`src/rtl/fp_subtractor_seq.sv`:
```
// Multi-cycle single-precision subtractor: result = A - B.
// Bit-serial alignment and normalization, truncating datapath, FTZ.
module fp_subtractor_seq #(
    parameter int EXP_W = 8,
    parameter int MAN_W = 23
) (
    input  logic                     clk,
    input  logic                     rst,
    input  logic                     in_valid,
    output logic                     in_ready,
    input  logic [EXP_W+MAN_W:0]     A,
    input  logic [EXP_W+MAN_W:0]     B,
    output logic                     out_valid,
    input  logic                     out_ready,
    output logic [EXP_W+MAN_W:0]     result,
    output logic                     overflow,
    output logic                     underflow,
    output logic                     invalid
);

    localparam int W  = 1 + EXP_W + MAN_W;
    localparam int SW = MAN_W + 1;
    localparam int CW = $clog2(SW + 2);

    localparam logic [EXP_W-1:0] EXP_ONES = '1;
    localparam logic [EXP_W-1:0] EXP_ONE  = EXP_W'(1);
    localparam logic [EXP_W-1:0] SH_CAP   = EXP_W'(SW + 1);
    localparam logic [CW-1:0]    CNT_CAP  = CW'(SW + 1);
    localparam logic [CW-1:0]    CNT_ONE  = CW'(1);
    localparam logic [W-1:0]     QNAN     =
        {1'b0, EXP_ONES, 1'b1, {(MAN_W-1){1'b0}}};

    typedef enum logic [2:0] {
        S_IDLE,
        S_UNPACK,
        S_ALIGN,
        S_ADD,
        S_NORM,
        S_DONE
    } state_t;

    state_t           r_state;
    state_t           w_next;

    logic [W-1:0]     r_a;
    logic [W-1:0]     r_b;
    logic [SW-1:0]    r_x;
    logic [SW-1:0]    r_y;
    logic [SW:0]      r_sum;
    logic [EXP_W-1:0] r_exp;
    logic             r_sign;
    logic             r_sub;
    logic             r_spec;
    logic [CW-1:0]    r_cnt;
    logic [W-1:0]     r_res;
    logic             r_ovf;
    logic             r_udf;
    logic             r_inv;

    logic [EXP_W-1:0] w_ea;
    logic [EXP_W-1:0] w_eb;
    logic [MAN_W-1:0] w_ma;
    logic [MAN_W-1:0] w_mb;
    logic [SW-1:0]    w_siga;
    logic [SW-1:0]    w_sigb;
    logic             w_spec;
    logic             w_a_ge;
    logic [EXP_W-1:0] w_d;
    logic [CW-1:0]    w_cnt;

    logic             w_sum_zero;
    logic             w_carry;
    logic             w_top;
    logic             w_exp_low;
    logic             w_norm_exit;
    logic [EXP_W-1:0] w_exp_inc;
    logic [EXP_W-1:0] w_exp_dec;

    // Operand classification and magnitude ordering from latched operands
    assign w_ea   = r_a[W-2:MAN_W];
    assign w_eb   = r_b[W-2:MAN_W];
    assign w_ma   = r_a[MAN_W-1:0];
    assign w_mb   = r_b[MAN_W-1:0];
    assign w_spec = (w_ea == EXP_ONES) || (w_eb == EXP_ONES);
    assign w_siga = (w_ea == '0) ? '0 : {1'b1, w_ma};
    assign w_sigb = (w_eb == '0) ? '0 : {1'b1, w_mb};
    assign w_a_ge = (r_a[W-2:0] >= r_b[W-2:0]);
    assign w_d    = w_a_ge ? (w_ea - w_eb) : (w_eb - w_ea);
    assign w_cnt  = (w_d > SH_CAP) ? CNT_CAP : w_d[CW-1:0];

    // Normalization decisions for the current sum
    assign w_sum_zero  = (r_sum == '0);
    assign w_carry     = r_sum[SW];
    assign w_top       = r_sum[SW-1];
    assign w_exp_low   = (r_exp <= EXP_ONE);
    assign w_exp_inc   = r_exp + EXP_ONE;
    assign w_exp_dec   = r_exp - EXP_ONE;
    assign w_norm_exit = r_spec || w_sum_zero || w_carry || w_top ||
                         w_exp_low || r_sum[SW-2];

    assign in_ready  = (r_state == S_IDLE);
    assign out_valid = (r_state == S_DONE);
    assign result    = r_res;
    assign overflow  = r_ovf;
    assign underflow = r_udf;
    assign invalid   = r_inv;

    // State register
    always_ff @(posedge clk) begin
        if (rst) begin
            r_state <= S_IDLE;
        end else begin
            r_state <= w_next;
        end
    end

    // Next-state logic
    always_comb begin
        w_next = r_state;
        unique case (r_state)
            S_IDLE: begin
                if (in_valid) begin
                    w_next = S_UNPACK;
                end
            end
            S_UNPACK: begin
                if (w_spec) begin
                    w_next = S_NORM;
                end else if (w_cnt == '0) begin
                    w_next = S_ADD;
                end else begin
                    w_next = S_ALIGN;
                end
            end
            S_ALIGN: begin
                if (r_cnt == CNT_ONE) begin
                    w_next = S_ADD;
                end
            end
            S_ADD: begin
                w_next = S_NORM;
            end
            S_NORM: begin
                if (w_norm_exit) begin
                    w_next = S_DONE;
                end
            end
            S_DONE: begin
                if (out_ready) begin
                    w_next = S_IDLE;
                end
            end
            default: begin
                w_next = S_IDLE;
            end
        endcase
    end

    // Datapath: unpack, serial align, add, serial normalize, pack
    always_ff @(posedge clk) begin
        if (rst) begin
            r_a    <= '0;
            r_b    <= '0;
            r_x    <= '0;
            r_y    <= '0;
            r_sum  <= '0;
            r_exp  <= '0;
            r_sign <= 1'b0;
            r_sub  <= 1'b0;
            r_spec <= 1'b0;
            r_cnt  <= '0;
            r_res  <= '0;
            r_ovf  <= 1'b0;
            r_udf  <= 1'b0;
            r_inv  <= 1'b0;
        end else begin
            unique case (r_state)
                S_IDLE: begin
                    if (in_valid) begin
                        r_a <= A;
                        r_b <= B;
                    end
                end
                S_UNPACK: begin
                    r_spec <= w_spec;
                    r_sub  <= (r_a[W-1] == r_b[W-1]);
                    r_sign <= w_a_ge ? r_a[W-1] : ~r_b[W-1];
                    r_x    <= w_a_ge ? w_siga : w_sigb;
                    r_y    <= w_a_ge ? w_sigb : w_siga;
                    r_exp  <= w_a_ge ? w_ea : w_eb;
                    r_cnt  <= w_cnt;
                end
                S_ALIGN: begin
                    r_y   <= r_y >> 1;
                    r_cnt <= r_cnt - CNT_ONE;
                end
                S_ADD: begin
                    if (r_sub) begin
                        r_sum <= {1'b0, r_x} - {1'b0, r_y};
                    end else begin
                        r_sum <= {1'b0, r_x} + {1'b0, r_y};
                    end
                end
                S_NORM: begin
                    if (r_spec) begin
                        r_res <= QNAN;
                        r_inv <= 1'b1;
                    end else if (w_sum_zero) begin
                        r_res <= '0;
                    end else if (w_carry) begin
                        if (w_exp_inc == EXP_ONES) begin
                            r_res <= {r_sign, EXP_ONES, {MAN_W{1'b0}}};
                            r_ovf <= 1'b1;
                        end else begin
                            r_res <= {r_sign, w_exp_inc, r_sum[MAN_W:1]};
                        end
                    end else if (w_top) begin
                        r_res <= {r_sign, r_exp, r_sum[MAN_W-1:0]};
                    end else if (w_exp_low) begin
                        r_res <= '0;
                        r_udf <= 1'b1;
                    end else begin
                        r_sum <= r_sum << 1;
                        r_exp <= w_exp_dec;
                        if (r_sum[SW-2]) begin
                            r_res <= {r_sign, w_exp_dec,
                                      r_sum[MAN_W-2:0], 1'b0};
                        end
                    end
                end
                S_DONE: begin
                    if (out_ready) begin
                        r_ovf <= 1'b0;
                        r_udf <= 1'b0;
                        r_inv <= 1'b0;
                    end
                end
                default: begin
                end
            endcase
        end
    end

endmodule

```
`config.mk`:
```
export PLATFORM = sky130hd
export DESIGN_NAME = fp_subtractor_seq
export DESIGN_NICKNAME = d
export VERILOG_FILES = /design/src/rtl/fp_subtractor_seq.sv
export SDC_FILE = /design/constraint.sdc
export NUM_CORES = 1
export LEC_CHECK = 0
export ABC_AREA = 1
export CAP_MARGIN = 30
export CORE_ASPECT_RATIO = 0.6
export CORE_UTILIZATION = 45
export CTS_CLUSTER_SIZE = 24
export DETAILED_ROUTE_END_ITERATION = 10
export SYNTH_ARGS = -nofsm -noshare
export SYNTH_HDL_FRONTEND = slang
export SYNTH_SLANG_ARGS = --single-unit
```
`constraint.sdc`:
```
create_clock -name clk -period 3.57 [get_ports clk]
set_input_delay 0.714 -clock clk [delete_from_list [all_inputs] [get_ports clk]]
set_output_delay 0.714 -clock clk [all_outputs]
set_load 0.02 [all_outputs]
```
# [Yosys cells after proc, flatten, opt, wreduce, memory -nomap -nowiden]
# Index checks and enable logic that the tools add are counted.
# Widths: inputs -> output; s select.
[classes] addsub=7 order_cmp=3 n_eq_ne=23 n_mux=51 bitwise=1 reduce_logical=26
[op_table] op="$mux 32" count=6
[op_table] op="$mux 24" count=6
[op_table] op="$mux 25" count=4
[op_table] op="$mux 8" count=7
[op_table] op="$pmux 25 s2" count=1
[op_table] op="$pmux 24 s2" count=1
[op_table] op="$ge 31x31->1" count=1
[op_table] op="$mux 31" count=1
[op_table] op="$add 24x24->25" count=1
[op_table] op="$logic_not 25->1" count=1
[op_table] op="$sub 24x24->25" count=1
[op_table] op="$eq 8x8->1 const B" count=3
[op_table] op="$ne 2x2->1 const B" count=12
[op_table] op="$pmux 3 s6" count=1
[op_table] op="$reduce_and 6->1" count=3
[op_table] op="$logic_not 8->1" count=2
[op_table] op="$pmux 8 s2" count=1
[op_table] op="$sub 8x8->8" count=2
[op_table] op="$mux 3" count=5
[op_table] op="$mux 1" count=13
[op_table] op="$pmux 5 s2" count=1
[op_table] op="$add 8x1->8 const B" count=1
[op_table] op="$gt 8x5->1 const B" count=1
[op_table] op="$le 8x1->1 const B" count=1
[op_table] op="other kinds (20)" count=35
[word_totals] regBits=191 inputBits=68 wordCells=128

# [Depth between registers and ports, before layout]
[logic_depth] depth_word=8 depth_mapped=23 mapped_depth_nobuf=23

# [Worst setup path before layout]
# OpenSTA, ideal clock, no wires.
[synth_path] kind="reg2reg" from="register r_y[0]" to="register r_sum[22]" arrival_ns=2.935 required_time_ns=3.449 path_slack_ns=0.514 stages_incl_launch_ff=20 synth_period_minus_slack_ns=3.056 cell_sequence="dfxtp_1 -> nor3_1 -> nand2_1 -> nand2_1 -> o21ai_1 -> nor2_1 -> nand2_1 -> nor2_1 -> nand2_1 -> a21oi_1 -> xor2_1 -> ha_1 -> a21oi_1 -> o21ai_0 -> a21oi_1 -> nand3_1 -> a31o_2 -> or2_2 -> nand3_1 -> a21oi_1"
[synth_via] elab_chain_cells=3
[synth_lines] element="start, declared" line="48" rtl="logic [SW-1:0] r_y;"
[synth_lines] element="start signal, assigned" line="189" rtl="r_y <= w_a_ge ? w_sigb : w_siga;"
[synth_lines] element="start signal, assigned" line="194" rtl="r_y <= r_y >> 1;"
[synth_lines] element="$add 24x24->25 or $sub 24x24->25 (tied branches)" line="201, 199"
[synth_lines] element="$mux 25 *" line="198" rtl="if (r_sub) begin"
[synth_lines] element="$pmux 25 s2 *" line="177" rtl="unique case (r_state)"
[synth_lines] element="end signal, assigned" line="199" rtl="r_sum <= {1'b0, r_x} - {1'b0, r_y};"
[synth_lines] element="end signal, assigned" line="201" rtl="r_sum <= {1'b0, r_x} + {1'b0, r_y};"
[synth_lines] element="end signal, assigned" line="223" rtl="r_sum <= r_sum << 1;"
[synth_lines] element="end, declared" line="49" rtl="logic [SW:0] r_sum;"
# Mark *: on every way between the ends. The rest lies on a longest branch, timed or not.
# A chain may end at the register's enable or synchronous reset.

# [Worst setup path after layout]
[layout_path] from="register r_y[1]" to="register r_sum[22]"
# Same word-level chain as after synthesis.

==> impl_metrics.toml <==
[status]
status = "finished, final reports clean"

[sta]
tightest_slew_ps = 870
finalCriticalPeriod_ps = 3330
maxSlewViolCount = 0
setup_viol = 0
timing.hold.ws_ps = 465
hold_viol_final = 0
fin_ws_ps = 237
fmax_mhz = 300
skew_ps = 8.51
period_share_pct = 93.4
timing.slew.headroom_pct = 42.0

[worst_setup_path]
crit_arrival_ps = 3680
crit_required_ps = 3920
cp_top_family = "simple AND/OR/NAND/NOR gates"
worstRegToRegCells = 19
slowest_delay_ps = 350
r2r_start = "r_y[1]"
crit_slowest_cell = "dfxtp_2"
critical_path.cell_chain = "nor3_2 -> nand2_1 -> nand2_2 -> o21ai_2 -> nor2_2 -> nand2_2 -> nor2_4 -> nand2_1 -> a21oi_2 -> xor2_1 -> ha_2 -> a21oi_1 -> o21ai_0 -> a21oi_1 -> nand3_1 -> a31o_2 -> or2_2 -> nand3_1 -> a21oi_1"
crit_top_cell = "a21oi_1"
critPathKind = "reg2reg"
cp-end-kind = "flip-flop"
r2r_setup_slack_ps = 240
cp_num_buf_inv = 0
r2r-end = "r_sum[22]"
worstSetupStartpointType = "flip-flop"
cp_max_fo = 6

[placement]
gp_congestion = 0.935
io_buffers = 104
post_dp_cell_area_um2 = 13500
place_ws_ps = -81.5
dp_hpwl_um = 28600

[floorplan]
start_util_pct = 45.9
fp-row-count = 46
die_h_um = 129
die_width_um = 214
dieArea_um2 = 27600
core_um2 = 26400
io_pins = 105

[synth]
yosysUniqueCellTypes = 53
async_flop_share_pct = 0
synthCells = 1785
ys.flop_type = "dfxtp_1"
synth-edff-count = 0
netlist_area_um2 = 12100
postSynthAreaPerCell_um2 = 6.79
seq_area_frac_synth_pct = 31.5
syn_nets = 1926
synth_seq_cells = 191
yosys_warnings = 0

[clocking]
clk_latency_ps = 460
path_clk_slew_ps = 80
cts_buffers = 17
root_buffer = "clkbuf_16"
cts_sinks = 191
cts_max_level = 4
cts_buffer_depth = 2
cts_tree = "built"

[global_routing]
grt.overflow.total = 0
grt_max_degree = 78
grt_usage_pct = 27.9
antenna_found_initial = 0
grt_pass1_vias = 11114
grt_pass1_wl_um = 60000

[finish]
final_common_cell = "nand2_1"
multi_input_area_um2 = 7260
final_layout_size_suffix_gt1_share_pct = 8.20
final_cell_mix = "342 x nand2_1, 217 x a21oi_1, 189 x dfxtp_1, 188 x inv_1, 167 x o21ai_0"
num-fill-cells = 2629
final_nets = 1995
final_area_um2 = 14300
seq_area_um2 = 3830
antennaDiodeCount = 0
area_growth_pct = 18.0

[detailed_routing]
dr.first_iter.drc_count = 1224
vias = 12430
avgViaCountPerCell = 5.58
firstDrtPassIters = 5
wirelength_um = 38000
ant_nets = 0
drc_errors = 0
wl_per_cell_um = 17.1

[min_path]
hold_start = "result[0]"
worstHoldEndpoint = "result[0]"
min_path_cells = 2
min_path_type = "reg2reg"

[power]
p_leak_uw = 0.00581
ir_worst_vdd_mv = 0.432
powerDensity_nw_per_um2 = 919

[flow_run]
maxCapViolCount = 0
## repair_timing
action,CTS,global route
endpoints found under the hold margin,0,0
resized for setup,5,29
setup buffers,0,3
hold buffers,0,0
setup endpoints to repair,5,7
pin swaps,0,10
## layer usage
layer | up-vias | track usage [%] | share of wire [%]
met4 | 0 | 4.54 | 0.75
met3 | 25 | 5.77 | 7.4
met5 | - | 0 | 0
li1 | 6183 | - | -
met2 | 399 | 39.9 | 41
met1 | 5823 | 42.8 | 51
## report_power, final
part / switching [uW] / internal, uW / total, uW / leakage, uW
Combinational: 5390 / 2890 / 8270 / 0.00396
Clock: 929 / 1110 / 2040 / 0.000292
Sequential: 346 / 2480 / 2830 / 0.00156
Total: 6660 / 6480 / 13100 / 0.00581
## registers in the layout, indices dropped and copies added (netlist names)
register,cells
result,32
r_a,32
r_state,3
r_sub,1
overflow,1
r_sign,1
r_b,32
invalid,1
underflow,1
r_cnt,5
r_exp,8
r_x,24
r_spec,1
r_sum,25
r_y,24
## how the worst max path moves through the flow
stage / startpoint / end / cells past startpoint
after floorplan: r_y[0] / r_sum[22] / 19
after global placement: r_y[0] / r_sum[22] / 18
after detailed placement: r_y[1] / r_sum[21] / 21
after CTS: r_y[1] / r_sum[21] / 21
after global routing: r_y[1] / r_sum[22] / 19
final: r_y[1] / r_sum[22] / 19
## synth_stat cells (3+ instances only)
| master | count | area share (%) |
|---|---|---|
| a211o_1 | 3 | 0.22 |
| a211oi_1 | 4 | 0.25 |
| a21o_1 | 5 | 0.31 |
| a21oi_1 | 219 | 9.0 |
| a221oi_1 | 3 | 0.22 |
| a31o_2 | 3 | 0.22 |
| a31oi_1 | 49 | 2.5 |
| buf_1 | 4 | 0.12 |
| buf_2 | 14 | 0.58 |
| buf_4 | 7 | 0.43 |
| clkbuf_1 | 68 | 2.1 |
| dfxtp_1 | 191 | 32 |
| fa_1 | 3 | 0.50 |
| ha_1 | 70 | 7.2 |
| inv_1 | 191 | 5.9 |
| inv_2 | 12 | 0.37 |
| mux2i_1 | 6 | 0.50 |
| nand2_1 | 349 | 11 |
| nand2_2 | 7 | 0.36 |
| nand3_1 | 65 | 2.7 |
| nand4_1 | 19 | 0.98 |
| nor2_1 | 118 | 3.7 |
| nor2_2 | 8 | 0.41 |
| nor3_1 | 27 | 1.1 |
| nor4_1 | 8 | 0.41 |
| o2111ai_1 | 3 | 0.22 |
| o211ai_1 | 14 | 0.87 |
| o21a_1 | 3 | 0.19 |
| o21ai_0 | 167 | 6.9 |
| o21ai_1 | 32 | 1.3 |
| o21bai_1 | 5 | 0.31 |
| o221ai_1 | 7 | 0.51 |
| o22ai_1 | 7 | 0.36 |
| o32ai_1 | 18 | 1.3 |
| or2_2 | 6 | 0.31 |
| xnor2_1 | 13 | 0.94 |
| xor2_1 | 38 | 2.7 |
## area by class of cell
class,count,area share [%]
tap,360,3.15
sequential,191,26.8
inverter,203,5.33
timing repair buffer,144,9.70
multi-input combinational,1297,50.8
clock buffer,17,2.98
clock inverter,14,1.28
## worst register-to-register path, delay by kind of cell, from the launching register on
family | cells | cell delay (ps)
and+or+nand+nor | 10 | 1440
DFF | 1 | 350
adders and majority gates | 1 | 330
AOI/OAI and AO/OA | 7 | 920
xor gates and xnor gates | 1 | 180
## stage by stage
stage / TNS, ps / total power, uW / utilization [%] / cells
finish: 0 / 13100 / 54.1 / 2226
global route: -18.5 / 14200 / 54.1 / 2226
CTS: 0 / 12800 / 53.7 / 2223
detailed placement: -148 / 10600 / 51.3 / 2192
global placement: 0 / 10600 / 51.3 / 2192
floorplan: 0 / 8360 / - / 1785
## kinds of logic after synthesis
logic type	after synthesis	share of synthesized area, %
AOI/OAI and AO/OA	551	25.4
xor gates and xnor gates	51	3.69
adders and majority gates	73	7.72
buffers and inverters	297	9.65
DFF	191	31.5
muxes	6	0.496
and+or+nand+nor	616	21.5
Note: power is estimated with default switching activity, not from simulation.
